## src/rtl/snake_rand_pos_pkg.sv

```systemverilog
// Shared constants, FSM state type and cell-index helper for the snake random position generator.
package snake_rand_pkg;

    localparam logic [15:0] LFSR_POLY   = 16'hB400;
    localparam logic [15:0] SEED_STRIDE = 16'h9E37;

    typedef enum logic {
        IDLE = 1'b0,
        DRAW = 1'b1
    } draw_state_e;

    function automatic int unsigned cell_idx(input int unsigned row, input int unsigned col,
                                             input int unsigned grid_w);
        return row * grid_w + col;
    endfunction

endpackage

```

## src/rtl/snake_rand_pos_if.sv

```systemverilog
// Request/result bundle between the game-control FSM (master) and the position generator (slave).
interface snake_rand_pos_if #(
    parameter int N_CH = 2,
    parameter int PW   = 7
);
    logic [N_CH-1:0]    req;
    logic [N_CH-1:0]    excl_en;
    logic [N_CH*PW-1:0] excl_pos;
    logic [N_CH-1:0]    busy;
    logic [N_CH-1:0]    valid;
    logic [N_CH*PW-1:0] pos;
    logic [N_CH-1:0]    fallback;

    modport master (
        output req, excl_en, excl_pos,
        input  busy, valid, pos, fallback
    );

    modport slave (
        input  req, excl_en, excl_pos,
        output busy, valid, pos, fallback
    );
endinterface

```

## src/rtl/snake_rand_pos_lfsr16.sv

```systemverilog
// 16-bit Galois LFSR; a load takes priority over a step and a zero load value is replaced by 1.
module snake_lfsr16
    import snake_rand_pkg::*;
#(
    parameter logic [15:0] INIT = 16'h0001
) (
    input  logic        clk,
    input  logic        rst_n,
    input  logic        step_i,
    input  logic        load_i,
    input  logic [15:0] load_val_i,
    output logic [15:0] state_o
);
    localparam logic [15:0] INIT_NZ = (INIT == 16'h0000) ? 16'h0001 : INIT;

    logic [15:0] state_q;
    logic [15:0] state_d;

    always_comb begin
        state_d = state_q;
        if (load_i) begin
            state_d = (load_val_i == 16'h0000) ? 16'h0001 : load_val_i;
        end else if (step_i) begin
            state_d = {1'b0, state_q[15:1]} ^ (state_q[0] ? LFSR_POLY : 16'h0000);
        end
    end

    always_ff @(posedge clk or negedge rst_n) begin
        if (!rst_n) begin
            state_q <= INIT_NZ;
        end else begin
            state_q <= state_d;
        end
    end

    assign state_o = state_q;
endmodule

```

## src/rtl/snake_rand_pos.sv

```systemverilog
// N_CH-channel rejection-sampling cell generator for the Snake playfield.
// Optional SNAKE_RAND_SEED_LOAD_EN adds seed_load/seed_val ports for deterministic replay.
module snake_rand_pos
    import snake_rand_pkg::*;
#(
    parameter int          N_CH      = 2,
    parameter int          GRID_W    = 10,
    parameter int          GRID_H    = 10,
    parameter int          MARGIN    = 1,
    parameter int          MAX_TRIES = 16,
    parameter logic [15:0] SEED      = 16'hACE1
) (
    input  logic              clk,
    input  logic              rst_n,
`ifdef SNAKE_RAND_SEED_LOAD_EN
    input  logic [N_CH-1:0]   seed_load,
    input  logic [15:0]       seed_val,
`endif
    snake_rand_pos_if.slave   rp
);
    localparam int PW = $clog2(GRID_W * GRID_H);
    localparam int CW = $clog2(GRID_W);
    localparam int RW = $clog2(GRID_H);

    localparam logic [0:0]    S_IDLE       = 1'(IDLE);
    localparam logic [0:0]    S_DRAW       = 1'(DRAW);
    localparam logic [7:0]    TRY_LAST     = 8'(MAX_TRIES - 1);
    localparam logic [PW-1:0] FALLBACK_POS = PW'(cell_idx(MARGIN, MARGIN, GRID_W));

    if (CW + RW > 16) begin : g_err_fields
        $error("snake_rand_pos: candidate fields do not fit in the 16-bit LFSR");
    end
    if (2 * MARGIN >= GRID_W || 2 * MARGIN >= GRID_H) begin : g_err_margin
        $error("snake_rand_pos: MARGIN leaves no interior cells");
    end

    logic [N_CH-1:0]    busy_v;
    logic [N_CH-1:0]    valid_v;
    logic [N_CH-1:0]    fb_v;
    logic [N_CH*PW-1:0] pos_v;

    genvar gi;
    generate
        for (gi = 0; gi < N_CH; gi++) begin : g_ch
            logic [15:0]   lfsr;
            logic          lfsr_load;
            logic [15:0]   lfsr_load_val;
            logic          lfsr_unused;
            logic [CW-1:0] col;
            logic [RW-1:0] row;
            logic [31:0]   col_w;
            logic [31:0]   row_w;
            logic [PW-1:0] cand;
            logic          accept;

            logic [0:0]    state_q, state_d;
            logic [7:0]    tries_q, tries_d;
            logic          valid_q, valid_d;
            logic [PW-1:0] pos_q, pos_d;
            logic          fb_q, fb_d;

`ifdef SNAKE_RAND_SEED_LOAD_EN
            assign lfsr_load     = seed_load[gi];
            assign lfsr_load_val = seed_val;
`else
            assign lfsr_load     = 1'b0;
            assign lfsr_load_val = 16'h0000;
`endif

            snake_lfsr16 #(
                .INIT(SEED ^ (16'(gi) * SEED_STRIDE))
            ) u_lfsr (
                .clk        (clk),
                .rst_n      (rst_n),
                .step_i     (1'b1),
                .load_i     (lfsr_load),
                .load_val_i (lfsr_load_val),
                .state_o    (lfsr)
            );

            // Only the low CW+RW bits form the candidate; the rest just keep the sequence long.
            assign lfsr_unused = ^lfsr;
            assign col   = lfsr[CW-1:0];
            assign row   = lfsr[CW+RW-1:CW];
            assign col_w = 32'(col);
            assign row_w = 32'(row);
            assign cand  = PW'(cell_idx(row_w, col_w, GRID_W));

            assign accept = (col_w >= 32'(MARGIN)) && (col_w < 32'(GRID_W - MARGIN)) &&
                            (row_w >= 32'(MARGIN)) && (row_w < 32'(GRID_H - MARGIN)) &&
                            !(rp.excl_en[gi] && (cand == rp.excl_pos[gi*PW +: PW]));

            always_comb begin
                state_d = state_q;
                tries_d = tries_q;
                valid_d = 1'b0;
                pos_d   = pos_q;
                fb_d    = fb_q;
                if (state_q == S_IDLE) begin
                    if (rp.req[gi]) begin
                        state_d = S_DRAW;
                        tries_d = 8'd0;
                    end
                end else if (accept) begin
                    pos_d   = cand;
                    valid_d = 1'b1;
                    fb_d    = 1'b0;
                    state_d = S_IDLE;
                end else if (tries_q == TRY_LAST) begin
                    // Fallback cell is returned even if it equals the excluded cell.
                    pos_d   = FALLBACK_POS;
                    valid_d = 1'b1;
                    fb_d    = 1'b1;
                    state_d = S_IDLE;
                end else begin
                    tries_d = tries_q + 8'd1;
                end
            end

            always_ff @(posedge clk or negedge rst_n) begin
                if (!rst_n) begin
                    state_q <= S_IDLE;
                    tries_q <= 8'd0;
                    valid_q <= 1'b0;
                    pos_q   <= '0;
                    fb_q    <= 1'b0;
                end else begin
                    state_q <= state_d;
                    tries_q <= tries_d;
                    valid_q <= valid_d;
                    pos_q   <= pos_d;
                    fb_q    <= fb_d;
                end
            end

            assign busy_v[gi]            = (state_q == S_DRAW);
            assign valid_v[gi]           = valid_q;
            assign fb_v[gi]              = fb_q;
            assign pos_v[gi*PW +: PW]    = pos_q;
        end
    endgenerate

    assign rp.busy     = busy_v;
    assign rp.valid    = valid_v;
    assign rp.fallback = fb_v;
    assign rp.pos      = pos_v;
endmodule

```

## src/flat_wrapper.sv

```systemverilog
// flat-port wrapper written by rule: the top's interface ports become plain ports
module snake_rand_pos_flat import snake_rand_pkg::*;
#(
    parameter int          N_CH      = 2,
    parameter int          GRID_W    = 10,
    parameter int          GRID_H    = 10,
    parameter int          MARGIN    = 1,
    parameter int          MAX_TRIES = 16,
    parameter logic [15:0] SEED      = 16'hACE1
)
  (clk, rst_n, rp_req, rp_excl_en, rp_excl_pos, rp_busy, rp_valid, rp_pos, rp_fallback);
  snake_rand_pos_if #(.N_CH(N_CH), .PW(7)) rp_i ();
  input  logic clk;
  input  logic rst_n;
  input wire logic [$bits(rp_i.req)-1:0] rp_req;
  input wire logic [$bits(rp_i.excl_en)-1:0] rp_excl_en;
  input wire logic [$bits(rp_i.excl_pos)-1:0] rp_excl_pos;
  output wire logic [$bits(rp_i.busy)-1:0] rp_busy;
  output wire logic [$bits(rp_i.valid)-1:0] rp_valid;
  output wire logic [$bits(rp_i.pos)-1:0] rp_pos;
  output wire logic [$bits(rp_i.fallback)-1:0] rp_fallback;
  assign rp_i.req = rp_req;
  assign rp_i.excl_en = rp_excl_en;
  assign rp_i.excl_pos = rp_excl_pos;
  assign rp_busy = rp_i.busy;
  assign rp_valid = rp_i.valid;
  assign rp_pos = rp_i.pos;
  assign rp_fallback = rp_i.fallback;
  snake_rand_pos #(.N_CH(N_CH), .GRID_W(GRID_W), .GRID_H(GRID_H), .MARGIN(MARGIN), .MAX_TRIES(MAX_TRIES), .SEED(SEED)) u_core (.clk(clk), .rst_n(rst_n), .rp(rp_i));
endmodule
```

## config.mk

```make
export PLATFORM = sky130hd
export DESIGN_NAME = snake_rand_pos_flat
export DESIGN_NICKNAME = d
export VERILOG_FILES = /design/src/rtl/snake_rand_pos_pkg.sv /design/src/rtl/snake_rand_pos_if.sv /design/src/rtl/snake_rand_pos_lfsr16.sv /design/src/rtl/snake_rand_pos.sv /design/src/flat_wrapper.sv
export SDC_FILE = /design/constraint.sdc
export NUM_CORES = 1
export LEC_CHECK = 0
export CAP_MARGIN = 20
export CELL_PAD_IN_SITES_DETAIL_PLACEMENT = 2
export CELL_PAD_IN_SITES_GLOBAL_PLACEMENT = 2
export CORE_MARGIN = 5
export CORE_UTILIZATION = 37
export CTS_BUF_LIST = sky130_fd_sc_hd__clkbuf_16
export DETAILED_ROUTE_END_ITERATION = 12
export GPL_ROUTABILITY_DRIVEN = 0
export GPL_TIMING_DRIVEN = 0
export PLACE_DENSITY = 0.83
export SLEW_MARGIN = 20
export SYNTH_ARGS = -nofsm -noshare
export SYNTH_HDL_FRONTEND = slang
export SYNTH_SLANG_ARGS = --single-unit
```

## constraint.sdc

```tcl
create_clock -name clk -period 4.2 [get_ports clk]
set_input_delay 0.84 -clock clk [delete_from_list [all_inputs] [get_ports clk]]
set_output_delay 0.84 -clock clk [all_outputs]
set_load 0.01 [all_outputs]
```

# Word level (Yosys, flattened, before mapping)

Index checks and enable logic that the tools add are counted.

Bits of input ports: 20
Output and inout bits: 20
Word-level logic and storage cells: 88
Bits in registers: 68

$lt $le $gt $ge: 8
Reductions and logical operators: 20
Multiply operators: 2
Bitwise operators: 2
Equality and inequality tests: 8
Add/subtract/negate cells: 4
Muxes and demuxes: 32

Operator list:

| cell                                                               | count |
|---|---|
| 2-to-1 mux 8 bit                                                   | 8 |
| 2-to-1 mux 16 bit                                                  | 2 |
| XOR 15 x 16 -> 16 bit                                              | 2 |
| 2-to-1 mux 7 bit                                                   | 4 |
| 2-to-1 mux 1 bit                                                   | 18 |
| adder 8 x 1 -> 8 bit (second input constant)                       | 2 |
| equality test 8 x 4 -> 1 bit (second input constant)               | 2 |
| greater-or-equal comparator 4 x 1 -> 1 bit (second input constant) | 4 |
| less-than comparator 4 bit (second input constant)                 | 4 |
| adder 7 x 4 -> 7 bit                                               | 2 |
| equality test 7 bit                                                | 2 |
| multiplier 4 x 3 -> 6 bit (second input constant)                  | 2 |
| logical AND 1 bit                                                  | 10 |
| != test 2 bit (second input constant)                              | 4 |
| nonzero test 2 bit                                                 | 4 |
| AND reduction 3 bit                                                | 2 |
| AND reduction 2 bit                                                | 2 |
| zero test 1 bit                                                    | 2 |

# Depth between registers and ports, before layout

Gate-level depths: netlist (run 1).

Depth after elaboration: 8
Gate-level depth with buffers: 12
Gate-level depth less buffers: 12

# Hierarchy

A second synthesis (run 1) with hierarchy kept.

Cells, all modules: 419
Area total of the unflattened synthesis: 4241.6 µm²

By module, submodules not included:

| module         | cells an instance | seq. area each (µm²) | area an instance (µm²) | instances |
|---|---|---|---|---|
| snake_rand_pos | 263               | 900.9                | 2544.9                 | 1 |
| snake_lfsr16   | 78                | 410.4                | 848.3                  | 2 |

# Least setup slack after synthesis (run 1)

No wires, ideal clock.

Path kind: reg2reg
Start: register u_core.g_ch[1].u_lfsr.state_q[7]
End: register u_core.g_ch[1].tries_q[7]
Path buffers: 0
Arrival: 3.231 ns
Slack: 0.846 ns
Clock period less this slack: 3.354 ns
Cell stages (with the launch flop): 12
Data required time: 4.077 ns
Library setup time: 0.123 ns
Cells stage by stage: dfstp_2 -> ha_1 -> ha_1 -> inv_1 -> fa_1 -> and2b_1 -> o21ai_2 -> or3_1 -> a2111o_1 -> and2_4 -> or4_4 -> mux2i_1

Longest elaborated chain between the ends: 8
Elaborated cells on any way between the ends: 12
Classes of those cells: add/sub (1); mul (1); order compare (2); eq/ne (2); reduce/logical (6)

Ends and longest elaborated chain:

| item                                     | line                        | text |
|---|---|---|
| start, declared                          | snake_rand_pos_lfsr16.sv:16 | `logic [15:0] state_q;` |
| start signal, assigned                   | snake_rand_pos_lfsr16.sv:32 | `state_q <= state_d;` |
| multiplier 4 x 3 -> 6 bit                | snake_rand_pos_pkg.sv:14    | `return row * grid_w + col;` |
| adder 7 x 4 -> 7 bit                     | snake_rand_pos_pkg.sv:14    |  |
| equality test 7 bit                      | snake_rand_pos.sv:91        | `!(rp.excl_en[gi] && (cand == rp.excl_pos[gi*PW +: PW]));` |
| logical AND 1 bit                        | snake_rand_pos.sv:91        |  |
| zero test 1 bit                          | snake_rand_pos.sv:91        |  |
| logical AND 1 bit (*)                    | snake_rand_pos.sv:90        | `(row_w >= 32'(MARGIN)) && (row_w < 32'(GRID_H - MARGIN)) &&` |
| != test 2 bit (no source line) (*)       | n/a                         |  |
| AND reduction 3 bit (no source line) (*) | n/a                         |  |
| end signal, assigned                     | snake_rand_pos.sv:129       | `tries_q <= tries_d;` |
| end, declared                            | snake_rand_pos.sv:57        | `logic [7:0] tries_q, tries_d;` |

Mark *: on every way between the ends. The rest lies on a longest branch, timed or not.
A chain may end at the register's enable or synchronous reset.

# Final worst setup path (run 1)

Start: register u_core.g_ch[0].u_lfsr.state_q[5]
End: register u_core.g_ch[0].pos_q[6]

Longest elaborated chain between the ends: 8
Elaborated cells on any way between the ends: 13
Classes of those cells: add/sub (1); mul (1); order compare (2); eq/ne (1); mux (1); reduce/logical (7)

Ends and longest elaborated chain:

| item                                 | line                        | text |
|---|---|---|
| start, declared                      | snake_rand_pos_lfsr16.sv:16 |  |
| start signal, assigned               | snake_rand_pos_lfsr16.sv:32 |  |
| multiplier 4 x 3 -> 6 bit            | snake_rand_pos_pkg.sv:14    |  |
| adder 7 x 4 -> 7 bit                 | snake_rand_pos_pkg.sv:14    |  |
| equality test 7 bit                  | snake_rand_pos.sv:91        |  |
| logical AND 1 bit                    | snake_rand_pos.sv:91        |  |
| zero test 1 bit                      | snake_rand_pos.sv:91        |  |
| logical AND 1 bit                    | snake_rand_pos.sv:90        |  |
| nonzero test 2 bit (no source line)  | n/a                         |  |
| AND reduction 2 bit (no source line) | n/a                         |  |
| end signal, assigned                 | snake_rand_pos.sv:131       | `pos_q <= pos_d;` |
| end, declared                        | snake_rand_pos.sv:59        | `logic [PW-1:0] pos_q, pos_d;` |

Several ways; a longest one is shown, not always the timed one.

==> impl_results.md, run 1 <==
- Outcome: complete, no violations
- Post-CTS setup buffer count: 0
- Fin. max-slew vios: 0
- Max FO, Critical Path: 8
- Vias in the first global route: 2859
- Seq cells post-synth: 68
- Ys Warns: 0
- Clock net sink count: 68
- Pre-CTS WS: 0.481 ns
- Post-CTS Resized: 0
- WL final: 9270 um
- RSZ-0062 raised after global routing: false
- Crit share post-route: 89.0%
- Io pins: 40
- Yosys top cell area share: 38.8%
- Hpwl dp: 6360 um
- Post-route ant nets: 0
- Synth Area in Compound Gates: 12.9%
- Initial core utilization: 38.2%
- Peak Freq: 268 MHz
- Cell Area, Synth: 3350 um2
- Worst reg-to-reg path cell count: 11
- Row cnt: 34
- Rel. slew slack: 38.6%
- VDD IR max: 0.225 mV
- Die Wd: 105 um
- Min cycle time layout: 3.74 ns
- Final Skew: 0.0112 ns
- Multiplexer share of the synthesized area: 1.87%
- H-tree Lvls: 3
- Hold Vio Cnt, Final: 0
- Reg2reg start: u_core.g_ch[0].u_lfsr.state_o[5]$_DFF_PN1_
- Core area: 8760 um2
- Die Y: 105 um
- N_diodes: 0
- First-pass DRT Iterations: 4
- Setup WS post-layout: 0.462 ns
- DRT iter0 DRCs: 43
- Post-synth top cells: dfrtp_1, nand2_1, nand3_1
- Die ar.: 11100 um2
- Critical path type: reg2reg
- Synth cell types: 54
- Mapped Cells: 303
- Setup_tns: 0 ns
- IO Port Bufs: 39
- Seq/Total Area, Yosys: 51.4%
- Root Buffer: clkbuf_16
- Hold Crit Start: u_core.g_ch[0].u_lfsr.state_o[8]$_DFF_PN0_
- Power, Total: 2.04 mW
- Vias per std cell: 5.46
- First-pass GRT wire length: 15300 um
- Crit start category: flop
- CTS tree: yes
- # setup viols final: 0
- Worst-Margin Slew: 0.921 ns
- Fillers: 923
- Number of antenna violations at the first check in global routing: 0
- CP endpoint kind: flop
- Max cap viols: 0
- Vias: 2551
- Most frequent cell after synthesis: dfrtp_1
- HP Class: reg2reg
- Combinational family with the most area after synthesis: simple AND/OR/NAND/NOR gates
- WL/cell: 19.8 um
- FF-to-FF End: u_core.g_ch[0].pos_q[6]$_DFFE_PN0P_
- Syn-to-layout area delta: 24.7%
- CTS Hold Buffers Added: 0
- Clk slew on worst S/H paths: 0.06 ns
- Final net count: 392
- Post-synth top area cell: dfrtp_1
- EDFF count, synth: 0
- Simple-Gate Fraction of Synth Area: 13.7%
- Synth Flop Type: dfrtp_1
- Synthesized area per cell: 11.1 um2
- R2r setup slk: 0.46 ns
- Register Area: 1720 um2
- PwrDens: 488 nW/um2
- Required time worst endpoint: 4.38 ns
- Worst skew pair latency: 0.33 ns
- Largest net degree at the start of global routing: 40
- Destination of the worst hold path: u_core.g_ch[0].u_lfsr.state_o[7]$_DFF_PN1_
- Total gr overflow: 0
- Share of layout cells above drive strength 1: 13.1%
- Leak: 1.87 nW
- GRT Total Usage: 17.7%
- Post-synthesis xor/xnor area fraction: 8.37%
- Area of the multi-input gates: 1490 um2
- Critical path arrival: 3.91 ns
- DRC violations left: 0
- Top cells by area, synth: dfrtp_1, dfstp_2, ha_1
- Clk buf depth: 2
- Asr flop ratio synth: 100%
- TritonCTS buffer count: 9
- Syn Nets: 341
- WHS Path Cells: 0
- Adder-cell share of the synthesized area: 7.62%
-- layer usage --
layer	part of all wire [%]	GRT usage (%)	up-vias	routed length (um)
met5	0	0	-	0
met4	1.6	7.03	0	149
met2	52	30.6	56	4810
met1	43	21.1	1312	3950
met3	3.8	4.19	14	354
li1	-	-	1169	-
-- kinds of logic after synthesis --
group | count (synthesis)
multiplexers | 6
flip-flops | 68
AO/OA/AOI/OAI | 59
adder cells (fa/ha/maj) | 18
buffers and inverters | 30
XOR/XNOR | 32
AND/OR/NAND/NOR | 90
-- placed cells by master (no fill, tap or decap), types with 3 or more instances in the layout --
master	netlist	layout
nand4_1	4	4
nor4_1	4	4
nand2b_1	4	4
o21a_1	3	3
mux2i_1	4	4
nand2_1	26	26
fa_1	4	4
nor3_1	5	5
dfstp_2	16	16
a21o_1	3	3
clkdlybuf4s50_1	0	38
clkbuf_16	0	9
buf_4	6	7
o211ai_1	6	6
clkbuf_1	7	7
xnor2_1	17	17
a2bb2oi_1	4	4
o22a_1	4	4
dfrtp_1	52	52
and3_1	3	3
a22o_1	4	4
ha_1	14	14
a21oi_1	8	8
inv_1	14	15
o21ai_0	6	6
xor2_1	15	15
o22ai_1	4	4
nand3_1	19	19
clkinv_1	1	3
or4_1	3	3
nor2_1	11	11
-- power by group --
group          internal [mW]  switching, mW
Clock                  0.452          0.285
Combinational          0.220          0.249
Sequential             0.744         0.0909
Total                   1.42          0.625
-- registers in the layout, summed over array words and instances (netlist names) --
signal,cells
u_core.g_ch.u_lfsr.state_o,32
u_core.g_ch.tries_q,16
u_core.g_ch.pos_q,14
u_core.g_ch.fb_q,2
u_core.g_ch.state_q,2
u_core.g_ch.valid_q,2
-- area by class of cell --
class                           count  area share (%)
Multi-Input combinational cell    205            35.7
Tap cell                          108            3.23
Clock inverter                      7            1.44
Timing Repair Buffer               40            9.76
Clock buffer                        9            5.39
Sequential cell                    68            41.2
Inverter                           16            1.44
Buffer                             14            1.83
-- worst max-delay path: stages (launching register included) --
cell	delay, ns
dfstp_2	0.60
ha_1	0.25
ha_1	0.20
inv_1	0.07
fa_1	0.46
nand2b_1	0.21
a2bb2oi_1	0.18
xnor2_1	0.14
a41o_1	0.29
o21a_1	0.23
a21oi_1	0.78
o22ai_1	0.18
-- stage by stage --
step / area, um2 / hold slack [ns] / instances / util (%)
CTS: 4180 / 0.355 / 467 / 47.7
finish: 4180 / 0.354 / 467 / 47.7
global route: 4180 / 0.356 / 467 / 47.7
global placement: 3870 / 0.334 / 450 / 44.2
detailed placement: 3890 / 0.337 / 451 / 44.4
floorplan: 3350 / 0.331 / 303 / -
-- worst max path at each step --
stage,depth (start not counted),startpoint,end
3_5_place_dp,11,u_core.g_ch[0].u_lfsr.state_o[5]$_DFF_PN1_,u_core.g_ch[0].pos_q[6]$_DFFE_PN0P_
4_1_cts,11,u_core.g_ch[0].u_lfsr.state_o[5]$_DFF_PN1_,u_core.g_ch[0].pos_q[6]$_DFFE_PN0P_
6_report,11,u_core.g_ch[0].u_lfsr.state_o[5]$_DFF_PN1_,u_core.g_ch[0].pos_q[6]$_DFFE_PN0P_
5_1_grt,11,u_core.g_ch[0].u_lfsr.state_o[5]$_DFF_PN1_,u_core.g_ch[0].pos_q[5]$_DFFE_PN0P_
3_3_place_gp,1,rst_n,u_core.g_ch[1].u_lfsr.state_o[5]$_DFF_PN0_
2_1_floorplan,11,u_core.g_ch[1].u_lfsr.state_o[7]$_DFF_PN1_,u_core.g_ch[1].tries_q[7]$_DFFE_PN0P_
Note: power is estimated with default switching activity, not from simulation.
==> inputs of run 2 (changes only) <==
--- a/config.mk
+++ b/config.mk
@@ -8,7 +8,6 @@
 export CAP_MARGIN = 20
 export CELL_PAD_IN_SITES_DETAIL_PLACEMENT = 2
 export CELL_PAD_IN_SITES_GLOBAL_PLACEMENT = 2
-export CORE_MARGIN = 5
 export CORE_UTILIZATION = 37
 export CTS_BUF_LIST = sky130_fd_sc_hd__clkbuf_16
 export DETAILED_ROUTE_END_ITERATION = 12
==> impl_results.md, run 2 (same netlist as run 1, synthesis figures left out) <==
- Worst-Margin Slew: 0.847 ns
- Dpl cells: 451
- Hold Vio Cnt, Final: 0
- Max FO, Critical Path: 8
- Final net count: 392
- CP endpoint kind: flop
- Power, Total: 2.10 mW
- Worst skew pair latency: 0.33 ns
- Hpwl dp: 6390 um
- IO Port Bufs: 39
- Reg2reg start: u_core.g_ch[0].u_lfsr.state_o[7]$_DFF_PN1_
- HP Class: reg2reg
- Die Y: 97.1 um
- Register Area: 1720 um2
- Fin. max-slew vios: 0
- Largest net degree at the start of global routing: 49
- # setup viols final: 0
- Core area: 8760 um2
- Rel. slew slack: 43.5%
- Critical path type: reg2reg
- WL final: 8930 um
- Max cap viols: 0
- Vias: 2520
- Final Skew: 0.0113 ns
- GRT Total Usage: 20.7%
- Fin Hold WS: 0.348 ns
- Vias in the first global route: 2866
- Highest-count cells in the layout ignoring fill and taps: dfrtp_1, clkdlybuf4s50_1, nand2_1
- Min cycle time layout: 3.72 ns
- DRT iter0 DRCs: 82
- CTS Hold Buffers Added: 0
- CTS tree: yes
- PwrDens: 498 nW/um2
- Post-CTS setup buffer count: 0
- Share of layout cells above drive strength 1: 13.1%
- Worst-path cell chain: ha_1 > ha_1 > inv_1 > fa_1 > a21boi_0 > a2bb2oi_1 > xnor2_1 > a41o_1 > o21a_1 > a21oi_1 > o22ai_1
- WHS Path Cells: 0
- FF-to-FF End: u_core.g_ch[0].pos_q[6]$_DFFE_PN0P_
- Peak Freq: 269 MHz
- Initial core utilization: 38.2%
- Post-CTS Resized: 0
- Slowest Stage Delay on Critical Path: 0.71 ns
- First-pass GRT wire length: 15100 um
- Syn-to-layout area delta: 25.7%
- Io pins: 40
- Row cnt: 34
- Crit start category: flop
- Non-filler cells, final: 467
- Root Buffer: clkbuf_16
- Clock net sink count: 68
- First-pass DRT Iterations: 4
- Clk buf depth: 2
- VDD IR max: 0.216 mV
- R2r setup slk: 0.48 ns
- Most common cell after layout, fill and taps aside: dfrtp_1
- Leak: 1.88 nW
- Post-route ant nets: 0
- Worst reg-to-reg path cell count: 11
- N_diodes: 0
- Critical path arrival: 3.89 ns
- Vias per std cell: 5.40
- Max reg flops: 32
- H-tree Lvls: 3
- Required time worst endpoint: 4.37 ns
- Area of the multi-input gates: 1490 um2
- Outcome: complete, no violations
- Hold Crit Start: u_core.g_ch[0].u_lfsr.state_o[12]$_DFF_PN0_
- Destination of the worst hold path: u_core.g_ch[0].u_lfsr.state_o[11]$_DFF_PN1_
- Slowest cell on the critical path: a21oi_1
- Setup_tns: 0 ns
- WL/cell: 19.1 um
- Clk slew on worst S/H paths: 0.06 ns
- Crit share post-route: 88.5%
- TritonCTS buffer count: 9
- Total gr overflow: 0
- Die ar.: 9440 um2
- DRC violations left: 0
- Worst path most repeated cell: ha_1
- Number of antenna violations at the first check in global routing: 0
- Die Wd: 97.1 um
- RSZ-0062 raised after global routing: false
- Fillers: 895
## run 2: layout make-up
| class | count | share of cell area [%] |
|---|---|---|
| clock buffer | 9 | 5.35 |
| sequential | 68 | 40.9 |
| inverter | 16 | 1.43 |
| multi-input combinational | 205 | 35.4 |
| timing repair buffer | 40 | 9.87 |
| tap | 108 | 3.21 |
| clock inverter | 7 | 2.02 |
| buffer | 14 | 1.81 |
## run 2: stage by stage
step / cell area [um2] / util, % / worst slack (ns)
2_1_floorplan: 3350 / - / 0.846
5_1_grt: 4210 / 48.0 / 0.216
3_3_place_gp: 3870 / 44.2 / 0.0597
3_5_place_dp: 3900 / 44.5 / 0.384
6_report: 4210 / 48.0 / 0.483
4_1_cts: 4210 / 48.0 / 0.337
## run 2: metal layers
layer	track usage, %	routed length [um]	vias to the layer above
met3	5.25	311	11
met4	6.43	127	0
met1	25.5	3870	1281
li1	-	-	1176
met5	0	0	-
met2	35.6	4620	52
## run 2: how the worst max path moves through the flow
stage | cells past startpoint | slack [ns] | startpoint | end
2_1_floorplan | 11 | 0.85 | u_core.g_ch[1].u_lfsr.state_o[7]$_DFF_PN1_ | u_core.g_ch[1].tries_q[7]$_DFFE_PN0P_
3_3_place_gp | 1 | 0.06 | rst_n | u_core.g_ch[0].u_lfsr.state_o[14]$_DFF_PN0_
3_5_place_dp | 11 | 0.38 | u_core.g_ch[0].u_lfsr.state_o[5]$_DFF_PN1_ | u_core.g_ch[0].pos_q[6]$_DFFE_PN0P_
4_1_cts | 11 | 0.34 | u_core.g_ch[0].u_lfsr.state_o[7]$_DFF_PN1_ | u_core.g_ch[0].pos_q[6]$_DFFE_PN0P_
5_1_grt | 11 | 0.22 | u_core.g_ch[0].u_lfsr.state_o[5]$_DFF_PN1_ | u_core.g_ch[0].pos_q[5]$_DFFE_PN0P_
6_report | 11 | 0.48 | u_core.g_ch[0].u_lfsr.state_o[7]$_DFF_PN1_ | u_core.g_ch[0].pos_q[6]$_DFFE_PN0P_
## run 2: critical path, delay by kind of cell, from the launching register on
family | cells | cell delay (ns)
buffers and inverters | 1 | 0.07
xor gates and xnor gates | 1 | 0.12
adders and majority gates | 3 | 0.93
AOI/OAI and AO/OA | 6 | 1.84
DFF | 1 | 0.58
## run 2: report_power, final
group	internal, mW	switching [mW]	total [mW]	leakage, nW
logic	0.220	0.246	0.467	0.892
registers	0.744	0.0937	0.837	0.831
clock network	0.513	0.281	0.794	0.159
==> inputs of run 3 (changes only) <==
--- a/config.mk
+++ b/config.mk
@@ -8,6 +8,7 @@
 export CAP_MARGIN = 20
 export CELL_PAD_IN_SITES_DETAIL_PLACEMENT = 2
 export CELL_PAD_IN_SITES_GLOBAL_PLACEMENT = 2
+export CORE_ASPECT_RATIO = 1.25
 export CORE_UTILIZATION = 37
 export CTS_BUF_LIST = sky130_fd_sc_hd__clkbuf_16
 export DETAILED_ROUTE_END_ITERATION = 12
==> impl_results.md, run 3 (same netlist as run 1, synthesis figures left out) <==
- Outcome: complete, no violations
- H-tree Lvls: 3
- FF-to-FF End: u_core.g_ch[1].pos_q[0]$_DFFE_PN0P_
- Crit start category: flop
- # setup viols final: 0
- CTS Hold Buffers Added: 0
- Total gr overflow: 0
- Rel. slew slack: 45.6%
- Power, Total: 2.07 mW
- Die Y: 108 um
- Highest-count cells in the layout ignoring fill and taps: dfrtp_1, clkdlybuf4s50_1, nand2_1
- Max FO, Critical Path: 6
- PwrDens: 492 nW/um2
- WL final: 9680 um
- DRC violations left: 0
- IO Port Bufs: 39
- Core area: 8750 um2
- Crit share post-route: 89.5%
- Hold Vio Cnt, Final: 0
- Fin. max-slew vios: 0
- Vias in the first global route: 2980
- Clock net sink count: 68
- Worst skew pair latency: 0.34 ns
- Share of layout cells above drive strength 1: 13.4%
- Die Wd: 87.1 um
- Setup_tns: 0 ns
- Root Buffer: clkbuf_16
- Min cycle time layout: 3.76 ns
- First-pass DRT Iterations: 4
- DRT iter0 DRCs: 66
- Most common cell after layout, fill and taps aside: dfrtp_1
- Critical path type: reg2reg
- Worst Setup SP: u_core.g_ch[1].u_lfsr.state_o[7]$_DFF_PN1_
- Max cap viols: 0
- Io pins: 40
- TritonCTS buffer count: 9
- Syn-to-layout area delta: 25.6%
- Final net count: 392
- Number of antenna violations at the first check in global routing: 0
- Clk slew on worst S/H paths: 0.06 ns
- Row cnt: 38
- Max reg flops: 32
- Worst reg-to-reg path cell count: 12
- Largest net degree at the start of global routing: 58
- CP endpoint kind: flop
- Hpwl dp: 6240 um
- HP Class: in2async
- Layout Utilization: 48.1%
- R2r setup slk: 0.44 ns
- N_diodes: 0
- Peak Freq: 266 MHz
- RSZ-0062 raised after global routing: false
- Clk buf depth: 2
- Final Skew: 0.00922 ns
- CTS tree: yes
- Vias per std cell: 5.37
- Reg2reg start: u_core.g_ch[1].u_lfsr.state_o[7]$_DFF_PN1_
- Required time worst endpoint: 4.42 ns
- Post-CTS setup buffer count: 0
- Leak: 1.86 nW
- Die ar.: 9440 um2
- Worst-Margin Slew: 0.816 ns
- GRT Total Usage: 23.1%
- WL/cell: 20.2 um
- Post-CTS Resized: 0
- Initial core utilization: 38.3%
- Critical path arrival: 3.98 ns
- Vias: 2574
- Post-route ant nets: 0
- VDD IR max: 0.295 mV
- First-pass GRT wire length: 15900 um
[run 3: layout make-up]
type	instances	area, um2
tap	120	150
fill	927	4540
sequential	68	1720
clock buffer	9	225
timing repair buffer	40	415
inverter	16	60.1
multi-input combinational	205	1490
clock inverter	7	66.3
buffer	14	76.3
[run 3: stage by stage]
step | cells | worst slack, ns | hold slack (ns) | cell area [um2]
after global placement | 462 | 0.0507 | 0.339 | 3890
after detailed placement | 463 | 0.492 | 0.344 | 3920
after global routing | 479 | 0.270 | 0.353 | 4210
final | 479 | 0.440 | 0.348 | 4210
after floorplan | 303 | 0.846 | 0.331 | 3350
after CTS | 479 | 0.453 | 0.340 | 4210
[run 3: worst max-delay path by stage]
stage | slack, ns | endpoint | depth (start not counted)
6_report | 0.44 | u_core.g_ch[1].pos_q[0]$_DFFE_PN0P_ | 12
3_5_place_dp | 0.49 | u_core.g_ch[1].pos_q[0]$_DFFE_PN0P_ | 12
5_1_grt | 0.27 | u_core.g_ch[1].pos_q[0]$_DFFE_PN0P_ | 12
4_1_cts | 0.45 | u_core.g_ch[1].pos_q[0]$_DFFE_PN0P_ | 12
3_3_place_gp | 0.05 | u_core.g_ch[1].u_lfsr.state_o[5]$_DFF_PN0_ | 1
2_1_floorplan | 0.85 | u_core.g_ch[1].tries_q[7]$_DFFE_PN0P_ | 11
[run 3: layer usage]
metal,global-route usage (%),vias up,wire (um),part of all wire (%)
li1,-,1178,-,-
met1,25.5,1327,3740,39
met2,43.4,52,5480,57
met3,3.97,17,229,2.4
met4,9.48,0,228,2.4
met5,0,-,0,0
[run 3: worst max-delay path, cell delays in order, from the launching register on]
cell,delay [ns]
dfstp_2,0.58
ha_1,0.24
ha_1,0.20
inv_1,0.07
fa_1,0.46
and2b_1,0.26
o21ai_2,0.08
or3_1,0.31
a2111o_1,0.44
and2_4,0.22
o21ai_1,0.34
inv_1,0.18
o22a_1,0.25
[run 3: power breakdown]
group          total (mW)  switching [mW]  internal [mW]
Combinational       0.473           0.250          0.222
Clock               0.759           0.303          0.456
Sequential          0.837          0.0931          0.743
Total                2.07           0.646           1.42
